## src/rtl/instr_pkg.sv

```systemverilog
// Shared definitions for the instruction encoder: operation ids (same numbering
// the controller decodes), MIPS opcode/funct fields, encoder states and word builders.
package instr_pkg;

    localparam logic [4:0] OP_ADD   = 5'd0;
    localparam logic [4:0] OP_ADDU  = 5'd1;
    localparam logic [4:0] OP_SUB   = 5'd2;
    localparam logic [4:0] OP_SUBU  = 5'd3;
    localparam logic [4:0] OP_AND   = 5'd4;
    localparam logic [4:0] OP_OR    = 5'd5;
    localparam logic [4:0] OP_NOR   = 5'd6;
    localparam logic [4:0] OP_SLT   = 5'd7;
    localparam logic [4:0] OP_SLL   = 5'd8;
    localparam logic [4:0] OP_SRL   = 5'd9;
    localparam logic [4:0] OP_SRA   = 5'd10;
    localparam logic [4:0] OP_JR    = 5'd11;
    localparam logic [4:0] OP_NOP   = 5'd12;
    localparam logic [4:0] OP_ANDI  = 5'd13;
    localparam logic [4:0] OP_ORI   = 5'd14;
    localparam logic [4:0] OP_SLTI  = 5'd15;
    localparam logic [4:0] OP_ADDI  = 5'd16;
    localparam logic [4:0] OP_ADDIU = 5'd17;
    localparam logic [4:0] OP_LW    = 5'd18;
    localparam logic [4:0] OP_SW    = 5'd19;
    localparam logic [4:0] OP_LUI   = 5'd20;
    localparam logic [4:0] OP_BEQ   = 5'd21;
    localparam logic [4:0] OP_BNE   = 5'd22;
    localparam logic [4:0] OP_BGTZ  = 5'd23;
    localparam logic [4:0] OP_BGEZ  = 5'd24;
    localparam logic [4:0] OP_J     = 5'd25;
    localparam logic [4:0] OP_JAL   = 5'd26;

    localparam logic [5:0] OPC_SPECIAL = 6'b000000;
    localparam logic [5:0] OPC_REGIMM  = 6'b000001;
    localparam logic [5:0] OPC_J       = 6'b000010;
    localparam logic [5:0] OPC_JAL     = 6'b000011;
    localparam logic [5:0] OPC_BEQ     = 6'b000100;
    localparam logic [5:0] OPC_BNE     = 6'b000101;
    localparam logic [5:0] OPC_BGTZ    = 6'b000111;
    localparam logic [5:0] OPC_ADDI    = 6'b001000;
    localparam logic [5:0] OPC_ADDIU   = 6'b001001;
    localparam logic [5:0] OPC_SLTI    = 6'b001010;
    localparam logic [5:0] OPC_ANDI    = 6'b001100;
    localparam logic [5:0] OPC_ORI     = 6'b001101;
    localparam logic [5:0] OPC_LUI     = 6'b001111;
    localparam logic [5:0] OPC_LW      = 6'b100011;
    localparam logic [5:0] OPC_SW      = 6'b101011;

    localparam logic [5:0] FN_SLL  = 6'b000000;
    localparam logic [5:0] FN_SRL  = 6'b000010;
    localparam logic [5:0] FN_SRA  = 6'b000011;
    localparam logic [5:0] FN_JR   = 6'b001000;
    localparam logic [5:0] FN_ADD  = 6'b100000;
    localparam logic [5:0] FN_ADDU = 6'b100001;
    localparam logic [5:0] FN_SUB  = 6'b100010;
    localparam logic [5:0] FN_SUBU = 6'b100011;
    localparam logic [5:0] FN_AND  = 6'b100100;
    localparam logic [5:0] FN_OR   = 6'b100101;
    localparam logic [5:0] FN_NOR  = 6'b100111;
    localparam logic [5:0] FN_SLT  = 6'b101010;

    typedef enum logic [1:0] {
        ACCEPT  = 2'd0,
        NOP_INS = 2'd1,
        FULL    = 2'd2
    } state_e;

    typedef struct packed {
        logic [4:0]  op_id;
        logic [4:0]  rs;
        logic [4:0]  rt;
        logic [4:0]  rd;
        logic [4:0]  shamt;
        logic [15:0] imm;
        logic [25:0] target;
    } instr_req_t;

    function automatic logic [31:0] rtype(input logic [4:0] rs, input logic [4:0] rt,
                                          input logic [4:0] rd, input logic [4:0] shamt,
                                          input logic [5:0] funct);
        return {OPC_SPECIAL, rs, rt, rd, shamt, funct};
    endfunction

    function automatic logic [31:0] itype(input logic [5:0] opc, input logic [4:0] rs,
                                          input logic [4:0] rt, input logic [15:0] imm);
        return {opc, rs, rt, imm};
    endfunction

endpackage

```

## src/rtl/instr_encoder_if.sv

```systemverilog
// Request handshake, instruction-memory write port and status bundle of the encoder.
// The source/boot program drives the master side; the encoder is the slave.
interface instr_encoder_if #(parameter int ADDR_W = 8);

    logic              in_valid;
    logic              in_ready;
    logic [4:0]        op_id;
    logic [4:0]        rs;
    logic [4:0]        rt;
    logic [4:0]        rd;
    logic [4:0]        shamt;
    logic [15:0]       imm;
    logic [25:0]       target;
    logic              imem_wen;
    logic [ADDR_W-1:0] imem_addr;
    logic [31:0]       imem_data;
    logic [ADDR_W:0]   count;
    logic              full;
    logic              err;
    logic              err_clr;

    modport master (
        output in_valid, op_id, rs, rt, rd, shamt, imm, target, err_clr,
        input  in_ready, imem_wen, imem_addr, imem_data, count, full, err
    );

    modport slave (
        input  in_valid, op_id, rs, rt, rd, shamt, imm, target, err_clr,
        output in_ready, imem_wen, imem_addr, imem_data, count, full, err
    );

endinterface

```

## src/rtl/instr_word_enc.sv

```systemverilog
// Combinational encoder: abstract request -> 32-bit MIPS word plus illegal and
// branch/jump classification. Field forcing (shamt, rs, rt) happens here.
module instr_word_enc
    import instr_pkg::*;
(
    input  instr_req_t  req_i,
    output logic [31:0] word_o,
    output logic        illegal_o,
    output logic        is_branch_o
);

    // NOTE: every output gets a default before the case, so no path can infer a latch.
    always_comb begin
        word_o      = '0;
        illegal_o   = 1'b0;
        is_branch_o = 1'b0;
        case (req_i.op_id)
            OP_ADD:   word_o = rtype(req_i.rs, req_i.rt, req_i.rd, 5'd0, FN_ADD);
            OP_ADDU:  word_o = rtype(req_i.rs, req_i.rt, req_i.rd, 5'd0, FN_ADDU);
            OP_SUB:   word_o = rtype(req_i.rs, req_i.rt, req_i.rd, 5'd0, FN_SUB);
            OP_SUBU:  word_o = rtype(req_i.rs, req_i.rt, req_i.rd, 5'd0, FN_SUBU);
            OP_AND:   word_o = rtype(req_i.rs, req_i.rt, req_i.rd, 5'd0, FN_AND);
            OP_OR:    word_o = rtype(req_i.rs, req_i.rt, req_i.rd, 5'd0, FN_OR);
            OP_NOR:   word_o = rtype(req_i.rs, req_i.rt, req_i.rd, 5'd0, FN_NOR);
            OP_SLT:   word_o = rtype(req_i.rs, req_i.rt, req_i.rd, 5'd0, FN_SLT);
            OP_SLL:   word_o = rtype(5'd0, req_i.rt, req_i.rd, req_i.shamt, FN_SLL);
            OP_SRL:   word_o = rtype(5'd0, req_i.rt, req_i.rd, req_i.shamt, FN_SRL);
            OP_SRA:   word_o = rtype(5'd0, req_i.rt, req_i.rd, req_i.shamt, FN_SRA);
            OP_JR: begin
                word_o      = rtype(req_i.rs, 5'd0, 5'd0, 5'd0, FN_JR);
                is_branch_o = 1'b1;
            end
            OP_NOP:   word_o = '0;
            OP_ANDI:  word_o = itype(OPC_ANDI,  req_i.rs, req_i.rt, req_i.imm);
            OP_ORI:   word_o = itype(OPC_ORI,   req_i.rs, req_i.rt, req_i.imm);
            OP_SLTI:  word_o = itype(OPC_SLTI,  req_i.rs, req_i.rt, req_i.imm);
            OP_ADDI:  word_o = itype(OPC_ADDI,  req_i.rs, req_i.rt, req_i.imm);
            OP_ADDIU: word_o = itype(OPC_ADDIU, req_i.rs, req_i.rt, req_i.imm);
            OP_LW:    word_o = itype(OPC_LW,    req_i.rs, req_i.rt, req_i.imm);
            OP_SW:    word_o = itype(OPC_SW,    req_i.rs, req_i.rt, req_i.imm);
            OP_LUI:   word_o = itype(OPC_LUI,   5'd0,     req_i.rt, req_i.imm);
            OP_BEQ: begin
                word_o      = itype(OPC_BEQ, req_i.rs, req_i.rt, req_i.imm);
                is_branch_o = 1'b1;
            end
            OP_BNE: begin
                word_o      = itype(OPC_BNE, req_i.rs, req_i.rt, req_i.imm);
                is_branch_o = 1'b1;
            end
            OP_BGTZ: begin
                word_o      = itype(OPC_BGTZ, req_i.rs, 5'd0, req_i.imm);
                is_branch_o = 1'b1;
            end
            // bgez shares the REGIMM opcode; rt=1 selects it
            OP_BGEZ: begin
                word_o      = itype(OPC_REGIMM, req_i.rs, 5'd1, req_i.imm);
                is_branch_o = 1'b1;
            end
            OP_J: begin
                word_o      = {OPC_J, req_i.target};
                is_branch_o = 1'b1;
            end
            OP_JAL: begin
                word_o      = {OPC_JAL, req_i.target};
                is_branch_o = 1'b1;
            end
            default:  illegal_o = 1'b1;
        endcase
    end

endmodule

```

## src/rtl/instr_encoder.sv

```systemverilog
// Instruction encoder / imem loader: handshake, state machine, address counter, output regs.
// Optional BRANCH_DELAY_NOP_EN: write a NOP after every branch/jump as its delay slot.
module instr_encoder
    import instr_pkg::*;
#(
    parameter int ADDR_W = 8
) (
    input  logic            clk,
    input  logic            rst,
    instr_encoder_if.slave  bus
);

`ifdef BRANCH_DELAY_NOP_EN
    localparam bit NOP_EN = 1'b1;
`else
    localparam bit NOP_EN = 1'b0;
`endif

    localparam logic [ADDR_W:0] CAPACITY = {1'b1, {ADDR_W{1'b0}}};

    state_e            state_q, state_d;
    logic              wen_q, wen_d;
    logic [ADDR_W-1:0] addr_q, addr_d;
    logic [31:0]       data_q, data_d;
    logic [ADDR_W:0]   count_q, count_d;
    logic              err_q, err_d;

    instr_req_t  req;
    logic [31:0] enc_word;
    logic        enc_illegal;
    logic        enc_branch;
    logic        accept;
    logic        at_cap;

    assign req = '{op_id: bus.op_id, rs: bus.rs, rt: bus.rt, rd: bus.rd,
                   shamt: bus.shamt, imm: bus.imm, target: bus.target};

    instr_word_enc u_enc (
        .req_i       (req),
        .word_o      (enc_word),
        .illegal_o   (enc_illegal),
        .is_branch_o (enc_branch)
    );

    assign accept = bus.in_valid && bus.in_ready;
    assign at_cap = (count_q == CAPACITY);

    always_comb begin
        state_d = state_q;
        wen_d   = 1'b0;
        data_d  = data_q;
        count_d = count_q;
        // The register always trails the counter: the written address during a
        // write, the next free address otherwise (wrapping to 0 once full).
        addr_d  = count_q[ADDR_W-1:0];
        // A fresh illegal op outranks a simultaneous clear
        err_d   = (err_q && !bus.err_clr) || (accept && enc_illegal);
        unique case (state_q)
            ACCEPT: begin
                if (at_cap) begin
                    state_d = FULL;
                end else if (accept && !enc_illegal) begin
                    wen_d   = 1'b1;
                    data_d  = enc_word;
                    count_d = count_q + 1'b1;
                    if (NOP_EN && enc_branch) begin
                        state_d = NOP_INS;
                    end
                end
            end
            NOP_INS: begin
                if (at_cap) begin
                    state_d = FULL;
                end else begin
                    wen_d   = 1'b1;
                    data_d  = '0;
                    count_d = count_q + 1'b1;
                    state_d = ACCEPT;
                end
            end
            FULL:    state_d = FULL;
            default: state_d = ACCEPT;
        endcase
    end

    // NOTE: sequential state uses non-blocking assignments so all registers update together.
    always_ff @(posedge clk or posedge rst) begin
        if (rst) begin
            state_q <= ACCEPT;
            wen_q   <= 1'b0;
            addr_q  <= '0;
            data_q  <= '0;
            count_q <= '0;
            err_q   <= 1'b0;
        end else begin
            state_q <= state_d;
            wen_q   <= wen_d;
            addr_q  <= addr_d;
            data_q  <= data_d;
            count_q <= count_d;
            err_q   <= err_d;
        end
    end

    assign bus.full      = (state_q == FULL);
    assign bus.in_ready  = (state_q == ACCEPT) && !bus.full;
    assign bus.imem_wen  = wen_q;
    assign bus.imem_addr = addr_q;
    assign bus.imem_data = data_q;
    assign bus.count     = count_q;
    assign bus.err       = err_q;

endmodule
```

## src/flat_wrapper.sv

```systemverilog
// flat-port wrapper written by rule: the top's interface ports become plain ports
module instr_encoder_flat import instr_pkg::*;
#(
    parameter int ADDR_W = 8
)
  (clk, rst, bus_in_valid, bus_op_id, bus_rs, bus_rt, bus_rd, bus_shamt, bus_imm, bus_target, bus_err_clr, bus_in_ready, bus_imem_wen, bus_imem_addr, bus_imem_data, bus_count, bus_full, bus_err);
  instr_encoder_if #(.ADDR_W(ADDR_W)) bus_i ();
  input  logic clk;
  input  logic rst;
  input wire logic [$bits(bus_i.in_valid)-1:0] bus_in_valid;
  input wire logic [$bits(bus_i.op_id)-1:0] bus_op_id;
  input wire logic [$bits(bus_i.rs)-1:0] bus_rs;
  input wire logic [$bits(bus_i.rt)-1:0] bus_rt;
  input wire logic [$bits(bus_i.rd)-1:0] bus_rd;
  input wire logic [$bits(bus_i.shamt)-1:0] bus_shamt;
  input wire logic [$bits(bus_i.imm)-1:0] bus_imm;
  input wire logic [$bits(bus_i.target)-1:0] bus_target;
  input wire logic [$bits(bus_i.err_clr)-1:0] bus_err_clr;
  output wire logic [$bits(bus_i.in_ready)-1:0] bus_in_ready;
  output wire logic [$bits(bus_i.imem_wen)-1:0] bus_imem_wen;
  output wire logic [$bits(bus_i.imem_addr)-1:0] bus_imem_addr;
  output wire logic [$bits(bus_i.imem_data)-1:0] bus_imem_data;
  output wire logic [$bits(bus_i.count)-1:0] bus_count;
  output wire logic [$bits(bus_i.full)-1:0] bus_full;
  output wire logic [$bits(bus_i.err)-1:0] bus_err;
  assign bus_i.in_valid = bus_in_valid;
  assign bus_i.op_id = bus_op_id;
  assign bus_i.rs = bus_rs;
  assign bus_i.rt = bus_rt;
  assign bus_i.rd = bus_rd;
  assign bus_i.shamt = bus_shamt;
  assign bus_i.imm = bus_imm;
  assign bus_i.target = bus_target;
  assign bus_i.err_clr = bus_err_clr;
  assign bus_in_ready = bus_i.in_ready;
  assign bus_imem_wen = bus_i.imem_wen;
  assign bus_imem_addr = bus_i.imem_addr;
  assign bus_imem_data = bus_i.imem_data;
  assign bus_count = bus_i.count;
  assign bus_full = bus_i.full;
  assign bus_err = bus_i.err;
  instr_encoder #(.ADDR_W(ADDR_W)) u_core (.clk(clk), .rst(rst), .bus(bus_i));
endmodule
```

## config.mk

```make
export PLATFORM = sky130hd
export DESIGN_NAME = instr_encoder_flat
export DESIGN_NICKNAME = d
export VERILOG_FILES = /design/src/rtl/instr_pkg.sv /design/src/rtl/instr_encoder_if.sv /design/src/rtl/instr_word_enc.sv /design/src/rtl/instr_encoder.sv /design/src/flat_wrapper.sv
export SDC_FILE = /design/constraint.sdc
export NUM_CORES = 1
export LEC_CHECK = 0
export CAP_MARGIN = 40
export CORE_ASPECT_RATIO = 1.4
export CORE_MARGIN = 2
export CORE_UTILIZATION = 45
export CTS_BUF_LIST = sky130_fd_sc_hd__clkbuf_4 sky130_fd_sc_hd__clkbuf_8
export DETAILED_ROUTE_END_ITERATION = 6
export GPL_TIMING_DRIVEN = 0
export PLACE_DENSITY = 0.87
export SYNTH_ARGS = -nofsm -noshare
export SYNTH_HDL_FRONTEND = slang
export SYNTH_SLANG_ARGS = --single-unit
```

## constraint.sdc

```tcl
create_clock -name clk -period 4.5 [get_ports clk]
set_input_delay 0.9 -clock clk [delete_from_list [all_inputs] [get_ports clk]]
set_output_delay 0.9 -clock clk [all_outputs]
set_load 0.01 [all_outputs]
```

==> results.cfg, run 1 <==
[clock_tree]
cts_tree = built
cts-root-buf = clkbuf_8
post_cts_buffers = 0
cts.clk_slew.worst_paths_ns = 0.10
postCtsResizedCells = 0
clock_path_buffers = 2
hold_buffers = 0
cts_buffers = 5
clock_latency_ns = 0.32
clock_sinks = 51
cts_htree_levels = 2

[min_path]
hold_start = u_core.bus.imem_data[27]$_DFFE_PP0P_
worst_hold_path_type = flip-flop to flip-flop

[grt]
grt_pass1_wl_mm = 13.28
grt_max_degree = 30
grt_util_met3 = 0.04772
grt.overflow.total = 0
grt_pass1_vias = 2714
grt_use_met1 = 0.2817
use_met2 = 0.4714
grtUsageTotal = 0.2502
antenna_found_initial = 0
top_usage_layer = met2

[floorplan]
core_area_um2 = 5904
die-area_um2 = 6767
die_x_um = 70.10
start_util = 0.4662
io_pins = 124
fp-row-count = 33
die_y_um = 96.54

[setup_path]
r2r_start = u_core.bus.count[0]$_DFFE_PP0P_
crit_path_end_kind = flip-flop
start_kind = input pin
criticalPathCategory = input pin to flip-flop
cp.required_ns = 4.74
startpoint = bus_op_id[2]
crit_fanout = 10
crit_arrival_ns = 2.87

[logic_synthesis]
async_reset_ff_frac = 1.000
synth-edff-count = 0
syn_area_um2 = 2753
ys_ff_latch = 51
synthCells = 250
synth_ff_type = dfrtp_1
ys_warn_count = 0
seq_area_frac_synth = 0.4636
synth_area_per_cell_um2 = 11.01
yosysUniqueCellTypes = 60
synth_nets = 323

[sta]
worstMarginPinSlew_ns = 0.5336
finalSetupViolCount = 0
maxSlewHeadroom = 0.6419
tns_ns = 0
rsz0062_at_grt = no
min_period_ns = 2.633
drv_slew = 0
finClkSkew_ns = 0.01372
holdWs_ns = 0.4946
hold_viol = 0
fmax_mhz = 379.8
period_share = 0.5852

[pwr]
cellPowerDensity_nw_per_um2 = 349.5
p_leak_nw = 1.712
peakVddDrop_mv = 0.2459

[status]
outcome = completed

[detailed_routing]
vias_per_cell = 5.947
wl_per_cell_um = 18.36
dr.pass1.iters = 7
vias = 2670
wl_mm = 8.245
drtIter0Drc = 186
antenna_left = 0
remaining_drc_errors = 0

[finish]
most-common-layout-cells = clkdlybuf4s50_1, dfrtp_1, o2bb2ai_1
drive_gt1_frac = 0.1187
final_common_cell = clkdlybuf4s50_1
fin_area_um2 = 4159
area_growth_pct = 51.09
fillCellCount = 449
antenna_cells = 0
nets = 451

[placement]
place_congestion = 0.9176
place_area_um2 = 4061
port_buffers = 119
dpl.hpwl_mm = 6.405

[run]
drv_cap = 0
[path summary, 6_finish.rpt]
check                           slack, ns  cells past startpoint                                   end
worst max-delay path                 1.87                      7  u_core.bus.imem_data[11]$_DFFE_PP0P_
worst min-delay path                 0.49                      1  u_core.bus.imem_data[27]$_DFFE_PP0P_
worst max register to register       2.48                      7       u_core.bus.count[1]$_DFFE_PP0P_
worst min register to register       0.49                      1  u_core.bus.imem_data[27]$_DFFE_PP0P_
max in group asynchronous            3.02                      3   u_core.bus.imem_data[3]$_DFFE_PP0P_
min in group asynchronous            0.95                      2  u_core.bus.imem_data[17]$_DFFE_PP0P_
[report_power, final]
part | leakage [nW] | switching (W) | total [W] | internal, W
clock | 0.0502 | 0.000168 | 0.000283 | 0.000115
sequential | 0.651 | 0.0000831 | 0.000638 | 0.000555
combinational | 1.01 | 0.000214 | 0.000532 | 0.000318
total | 1.71 | 0.000465 | 0.00145 | 0.000988
[cells in the mapped netlist (4+ instances only)]
cell type  number  area [µm²]
nand2_1         9       33.78
nor2_1          6       22.52
a32oi_1         9       78.83
and2_1          5       31.28
a222oi_1       11       110.1
dfrtp_1        51        1276
o2bb2ai_1      23       201.4
o21ai_0        14       70.07
buf_6           6       67.56
xor2_1          4       35.03
xnor2_1         5       43.79
buf_2          12       60.06
nand2b_1        6       37.54
nand3_1         5       25.02
nor3_1          4       20.02
inv_1          10       37.54
and3_1          6       37.54
[critical path, stage by stage]
cell and delay [ns]:
clkdlybuf4s50_1 0.51, buf_2 0.21, nand3b_1 0.23, o2bb2ai_2 0.40
buf_2 0.30, a222oi_1 0.12, o2bb2ai_1 0.18
[logic make-up after synthesis]
group                    share of synthesized area
AO/OA/AOI/OAI                               0.2664
AND/OR/NAND/NOR                             0.1364
multiplexers                               0.02136
XOR/XNOR                                   0.02863
buffers and inverters                      0.06954
adder cells (fa/ha/maj)                    0.01273
flip-flops                                  0.4636
other                                     0.001362
[cell type report]
| class | instances | area [µm²] | share of cell area |
|---|---|---|---|
| buffer | 23 | 153.9 | 0.03700 |
| clock buffer | 5 | 68.82 | 0.01655 |
| clock inverter | 3 | 28.78 | 0.006919 |
| inverter | 10 | 37.54 | 0.009025 |
| multi-input combinational | 166 | 1285 | 0.3090 |
| sequential | 51 | 1276 | 0.3069 |
| tap | 70 | 87.58 | 0.02106 |
| timing repair buffer | 121 | 1221 | 0.2936 |
[flip-flops by register name, summed over array words and instances, names as in the netlist]
| register | flops |
|---|---|
| u_core.bus.imem_addr | 8 |
| u_core.bus.err | 1 |
| u_core.bus.count | 9 |
| u_core.bus.imem_wen | 1 |
| u_core.bus.imem_data | 31 |
| u_core.state_q | 1 |
[stage by stage]
step,utilization,total power (W),instances,setup slack (ns)
4_1_cts,0.7044,0.001467,449,1.910
5_1_grt,0.7044,0.001528,449,1.713
3_3_place_gp,0.6828,0.001162,439,1.487
6_report,0.7044,0.001454,449,1.867
3_5_place_dp,0.6879,0.001183,441,1.590
2_1_floorplan,-,0.0008587,250,2.327
[metal layers]
metal | part of all wire | vias up
met4 | 0.024 | 0
met5 | 0 | -
met1 | 0.38 | 1295
met3 | 0.060 | 17
li1 | - | 1226
met2 | 0.54 | 132
Note: power is estimated with default switching activity, not from simulation.
==> run 2: changes to the inputs <==
--- a/config.mk
+++ b/config.mk
@@ -8,11 +8,11 @@
 export CAP_MARGIN = 40
 export CORE_ASPECT_RATIO = 1.4
 export CORE_MARGIN = 2
-export CORE_UTILIZATION = 45
+export CORE_UTILIZATION = 43
 export CTS_BUF_LIST = sky130_fd_sc_hd__clkbuf_4 sky130_fd_sc_hd__clkbuf_8
 export DETAILED_ROUTE_END_ITERATION = 6
 export GPL_TIMING_DRIVEN = 0
-export PLACE_DENSITY = 0.87
+export PLACE_DENSITY = 0.83
 export SYNTH_ARGS = -nofsm -noshare
 export SYNTH_HDL_FRONTEND = slang
 export SYNTH_SLANG_ARGS = --single-unit
==> constraint.sdc (replaced) <==
create_clock -name clk -period 2.75 [get_ports clk]
set_input_delay 0.55 -clock clk [delete_from_list [all_inputs] [get_ports clk]]
set_output_delay 0.55 -clock clk [all_outputs]
set_load 0.01 [all_outputs]
==> run 2 against run 1 <==
Cell area up 0.42%. Register-to-register slack worse by 1.7 ns. Sequential power is 63% higher. Combinational power is 65% higher. Non-clock buffer count stayed put. Via count is 0.45% lower. Wire length is 2.1% higher.
==> results.cfg, run 2 (same netlist as run 1, synthesis figures left out) <==
[status]
outcome = completed

[finish]
layout.cells.non_filler = 451
final_common_cell = clkdlybuf4s50_1
nets = 451
fin_area_um2 = 4177
area_growth_pct = 51.73
most-common-layout-cells = clkdlybuf4s50_1, dfrtp_1, o2bb2ai_1
antenna_cells = 0
largest_reg_flops = 31
fillCellCount = 511
drive_gt1_frac = 0.1187

[clock_tree]
cts.clk_slew.worst_paths_ns = 0.09
post_cts_buffers = 0
cts_htree_levels = 2
postCtsResizedCells = 0
hold_buffers = 0
cts-root-buf = clkbuf_8
cts_tree = built
clock_sinks = 51
clock_latency_ns = 0.31
cts_buffers = 5
clock_path_buffers = 2

[sta]
period_share = 0.8329
finClkSkew_ns = 0.01051
hold_viol = 0
min_period_ns = 2.290
tns_ns = 0
fmax_mhz = 436.6
drv_slew = 0
maxSlewHeadroom = 0.6153
timing.final.ws_setup_ns = 0.4596
finalSetupViolCount = 0
rsz0062_at_grt = no
worstMarginPinSlew_ns = 0.5733

[placement]
place_area_um2 = 4064
place_congestion = 0.9433
numPlacedInstances = 443
dpl.hpwl_mm = 6.446
port_buffers = 119
dp_slack_ns = 0.1552

[grt]
grtUsageTotal = 0.2476
use_met2 = 0.4466
grt.overflow.total = 0
grt_use_met1 = 0.2851
grt_pass1_wl_mm = 13.93
grt_pass1_vias = 2767
grt_max_degree = 33
top_usage_layer = met2
grt_util_met3 = 0.05215
antenna_found_initial = 0

[detailed_routing]
antenna_left = 0
dr.pass1.iters = 4
vias = 2658
wl_mm = 8.415
remaining_drc_errors = 0
drtIter0Drc = 213
wl_per_cell_um = 18.66
vias_per_cell = 5.894

[pwr]
power_w = 0.002454
p_leak_nw = 1.719
cellPowerDensity_nw_per_um2 = 587.5
peakVddDrop_mv = 0.3954

[floorplan]
die_y_um = 98.67
die-area_um2 = 7067
fp-row-count = 34
die_x_um = 71.62
start_util = 0.4432
io_pins = 124
core_area_um2 = 6211

[setup_path]
crit_path_end_kind = flip-flop
criticalPathCategory = input pin to flip-flop
cp.required_ns = 2.92
crit_arrival_ns = 2.46
start_kind = input pin
crit_fanout = 10

[run]
drv_cap = 0

[min_path]
worst_hold_path_type = flip-flop to flip-flop
[run 2: cell count changes in the layout (fill, tap and decap cells not counted), sizes merged]
cell    before  now
bufinv       0    1
inv         11   10
[run 2: path summary, 6_finish.rpt]
kind | start | end | slack [ns] | depth (start not counted)
min reg2reg | u_core.bus.imem_data[13]$_DFFE_PP0P_ | u_core.bus.imem_data[13]$_DFFE_PP0P_ | 0.49 | 1
min | u_core.bus.imem_data[13]$_DFFE_PP0P_ | u_core.bus.imem_data[13]$_DFFE_PP0P_ | 0.49 | 1
max in group asynchronous | rst | u_core.bus.imem_data[1]$_DFFE_PP0P_ | 1.68 | 3
min in group asynchronous | rst | u_core.bus.imem_data[17]$_DFFE_PP0P_ | 0.55 | 2
max reg2reg | u_core.bus.count[0]$_DFFE_PP0P_ | u_core.bus.count[1]$_DFFE_PP0P_ | 0.77 | 7
max | bus_op_id[4] | u_core.bus.imem_data[1]$_DFFE_PP0P_ | 0.46 | 5
[run 2: metrics by stage]
stage | hold WS [ns] | util
2_1_floorplan | 0.4817 | -
3_3_place_gp | 0.4677 | 0.6495
3_5_place_dp | 0.4725 | 0.6543
4_1_cts | 0.5007 | 0.6724
5_1_grt | 0.5138 | 0.6724
6_report | 0.4937 | 0.6724
[run 2: area by class of cell]
| type | count | area, µm² | share of cell area |
|---|---|---|---|
| Multi-Input combinational cell | 166 | 1285 | 0.3077 |
| Sequential cell | 51 | 1276 | 0.3056 |
| Timing Repair Buffer | 121 | 1221 | 0.2924 |
| Buffer | 23 | 153.9 | 0.03685 |
| Tap cell | 72 | 90.09 | 0.02157 |
| Clock buffer | 5 | 68.82 | 0.01648 |
| Clock inverter | 3 | 43.79 | 0.01049 |
| Inverter | 10 | 37.54 | 0.008987 |
[run 2: critical path: stages]
cell and delay [ns]:
clkdlybuf4s50_1 0.65, clkbuf_1 0.42, a2111oi_0 0.19, a2111oi_0 0.48
o21ai_0 0.16
[run 2: power by group]
group / total [W] / internal, W / switching [W]
Combinational: 0.000879 / 0.000521 / 0.000358
Sequential: 0.00104 / 0.000908 / 0.000136
Clock: 0.000530 / 0.000271 / 0.000259
Total: 0.00245 / 0.00170 / 0.000753
[run 2: routing by layer]
| metal | share of wire | vias up |
|---|---|---|
| li1 | - | 1222 |
| met1 | 0.38 | 1300 |
| met2 | 0.53 | 116 |
| met3 | 0.060 | 20 |
| met4 | 0.031 | 0 |
| met5 | 0 | - |
==> run 3: changes to the inputs <==
--- a/config.mk
+++ b/config.mk
@@ -8,11 +8,11 @@
 export CAP_MARGIN = 40
 export CORE_ASPECT_RATIO = 1.4
 export CORE_MARGIN = 2
-export CORE_UTILIZATION = 43
+export CORE_UTILIZATION = 39
 export CTS_BUF_LIST = sky130_fd_sc_hd__clkbuf_4 sky130_fd_sc_hd__clkbuf_8
 export DETAILED_ROUTE_END_ITERATION = 6
 export GPL_TIMING_DRIVEN = 0
-export PLACE_DENSITY = 0.83
+export PLACE_DENSITY = 0.8
 export SYNTH_ARGS = -nofsm -noshare
 export SYNTH_HDL_FRONTEND = slang
 export SYNTH_SLANG_ARGS = --single-unit
==> constraint.sdc (replaced) <==
create_clock -name clk -period 1.85 [get_ports clk]
set_input_delay 0.37 -clock clk [delete_from_list [all_inputs] [get_ports clk]]
set_output_delay 0.37 -clock clk [all_outputs]
set_load 0.01 [all_outputs]
==> run 3 against run 2 <==
Clock-buffer cell count stayed put. Core utilization is 4.6 points lower. Clock skew decreased by 0.0031 ns. Setup slack worse by 0.41 ns. Global-route usage down 2.3 points. Cell count up 6.7%. Total power grew 48%. Worst hold slack lost 0.10 ns. Wire length shrank 0.25%. Die area rose by 9.8%. Register-to-register slack got worse by 0.65 ns. Combinational power grew 58%. Critical path type is now flip-flop to output port. Critical endpoint is now bus_count[2]. Largest cell class unchanged. Highest routed layer unchanged.
==> results.cfg, run 3 (same netlist as run 1, synthesis figures left out) <==
[status]
outcome = completed

[finish]
nets = 458
largest_reg_flops = 31
final_common_cell = clkdlybuf4s50_1
antenna_cells = 0
area_growth_pct = 56.82
drive_gt1_frac = 0.1632
most-common-layout-cells = clkdlybuf4s50_1, dfrtp_1, o2bb2ai_1

[detailed_routing]
dr.pass1.iters = 5
drtIter0Drc = 148
antenna_left = 0
wl_per_cell_um = 17.45
remaining_drc_errors = 0
vias = 2669
wl_mm = 8.394
vias_per_cell = 5.549

[sta]
timing.final.ws_setup_ns = 0.05337
drv_slew = 0
finClkSkew_ns = 0.007444
holdWs_ns = 0.3897
rsz0062_at_grt = no
min_period_ns = 1.797
tns_ns = 0
finalSetupViolCount = 0
maxSlewHeadroom = 0.6011
fmax_mhz = 556.6
period_share = 0.9712
hold_viol = 0
worstMarginPinSlew_ns = 0.5833

[setup_path]
crit_chain = clkdlybuf4s50_1
rr_worst_depth = 7
start_kind = flip-flop
critical_path.top_delay_family = buffers and inverters
cp.depth = 1
slowest_stage = clkdlybuf4s50_1
ff2ff_setup_slack_ns = 0.12
crit_buf_inv = 1
r2r_start = u_core.bus.count[1]$_DFFE_PP0P_
criticalPathCategory = flip-flop to output port
crit_fanout = 7
crit_path_end_kind = output port
cpPeakStageDelay_ns = 0.60
cp.required_ns = 1.48
crit_arrival_ns = 1.43
timing.rr.end = u_core.bus.count[1]$_DFFE_PP0P_

[grt]
antenna_found_initial = 0
grt_pass1_wl_mm = 13.37
grt_pass1_vias = 2651
grt_max_degree = 31
grtUsageTotal = 0.2245
grt.overflow.total = 0

[floorplan]
fp-row-count = 36
die_x_um = 75.01
die_y_um = 103.4
io_pins = 124
core_area_um2 = 6892
die-area_um2 = 7756
start_util = 0.3994

[pwr]
cellPowerDensity_nw_per_um2 = 843.2
p_leak_nw = 1.777
peakVddDrop_mv = 0.4862

[clock_tree]
clock_latency_ns = 0.31
cts_htree_levels = 2
cts.clk_slew.worst_paths_ns = 0.11
clock_sinks = 51
clock_path_buffers = 2
cts_tree = built
cts-root-buf = clkbuf_8
hold_buffers = 0
cts_buffers = 5

[placement]
port_buffers = 119
dp_slack_ns = -0.5376
dpl.hpwl_mm = 6.200
place_congestion = 0.9238

[min_path]
worst_hold_path_type = input pin to async pin

[run]
drv_cap = 0
==> run 3: cell count changes in the layout (fill, tap and decap cells not counted), moves of 2 or more <==
cell,before,now
buf_4,2,11
clkbuf_1,3,0
clkbuf_2,0,2
dfrtp_2,0,2
clkdlybuf4s50_1,119,117
buf_2,12,9
dfrtp_1,51,49
==> run 3: worst max-delay path by stage <==
stage                                                from                              endpoint  slack, ns
final                     u_core.bus.count[2]$_DFFE_PP0P_                          bus_count[2]       0.05
after global routing      u_core.bus.count[1]$_DFFE_PP0P_       u_core.bus.count[1]$_DFFE_PP0P_      0.004
after CTS                 u_core.bus.count[1]$_DFFE_PP0P_       u_core.bus.count[1]$_DFFE_PP0P_      0.008
after detailed placement                     bus_op_id[2]  u_core.bus.imem_data[13]$_DFFE_PP0P_      -0.54
after global placement                                rst         u_core.bus.imem_wen$_DFF_PP0_      -0.67
after floorplan           u_core.bus.count[0]$_DFFE_PP0P_       u_core.bus.count[1]$_DFFE_PP0P_       0.08
==> run 3: where the power goes <==
group	total, W	internal (W)	switching [W]
Combinational	0.00139	0.000830	0.000563
Sequential	0.00155	0.00135	0.000198
Clock	0.000696	0.000281	0.000415
Total	0.00364	0.00246	0.00118
==> run 3: per-layer routing <==
layer	track usage	up-vias	part of all wire
li1	-	1236	-
met1	0.2818	1289	0.39
met2	0.3907	128	0.53
met3	0.04167	16	0.058
met4	0.06181	0	0.015
met5	0	-	0
==> run 3: repair_timing <==
action,4_1_cts,5_1_grt
cloned,0,1
pin swaps,6,2
buffers inserted,3,4
endpoints found under the setup margin,32,30
gates resized for setup,15,6
==> run 3: final cells by class <==
type	instances	area [µm²]
fill	573	2575
tap	95	118.9
multi-input combinational	166	1339
sequential	51	1279
timing repair buffer	129	1280
buffer	22	166.4
clock buffer	5	68.82
inverter	10	37.54
clock inverter	3	27.53
==> run 3: metrics by stage <==
stage / power (W) / utilization / cell area (µm²) / cells
2_1_floorplan: 0.002089 / - / 2753 / 250
3_3_place_gp: 0.002830 / 0.5895 / 4063 / 464
3_5_place_dp: 0.002863 / 0.5939 / 4093 / 466
4_1_cts: 0.003595 / 0.6198 / 4272 / 477
5_1_grt: 0.003829 / 0.6264 / 4317 / 481
6_report: 0.003640 / 0.6264 / 4317 / 481
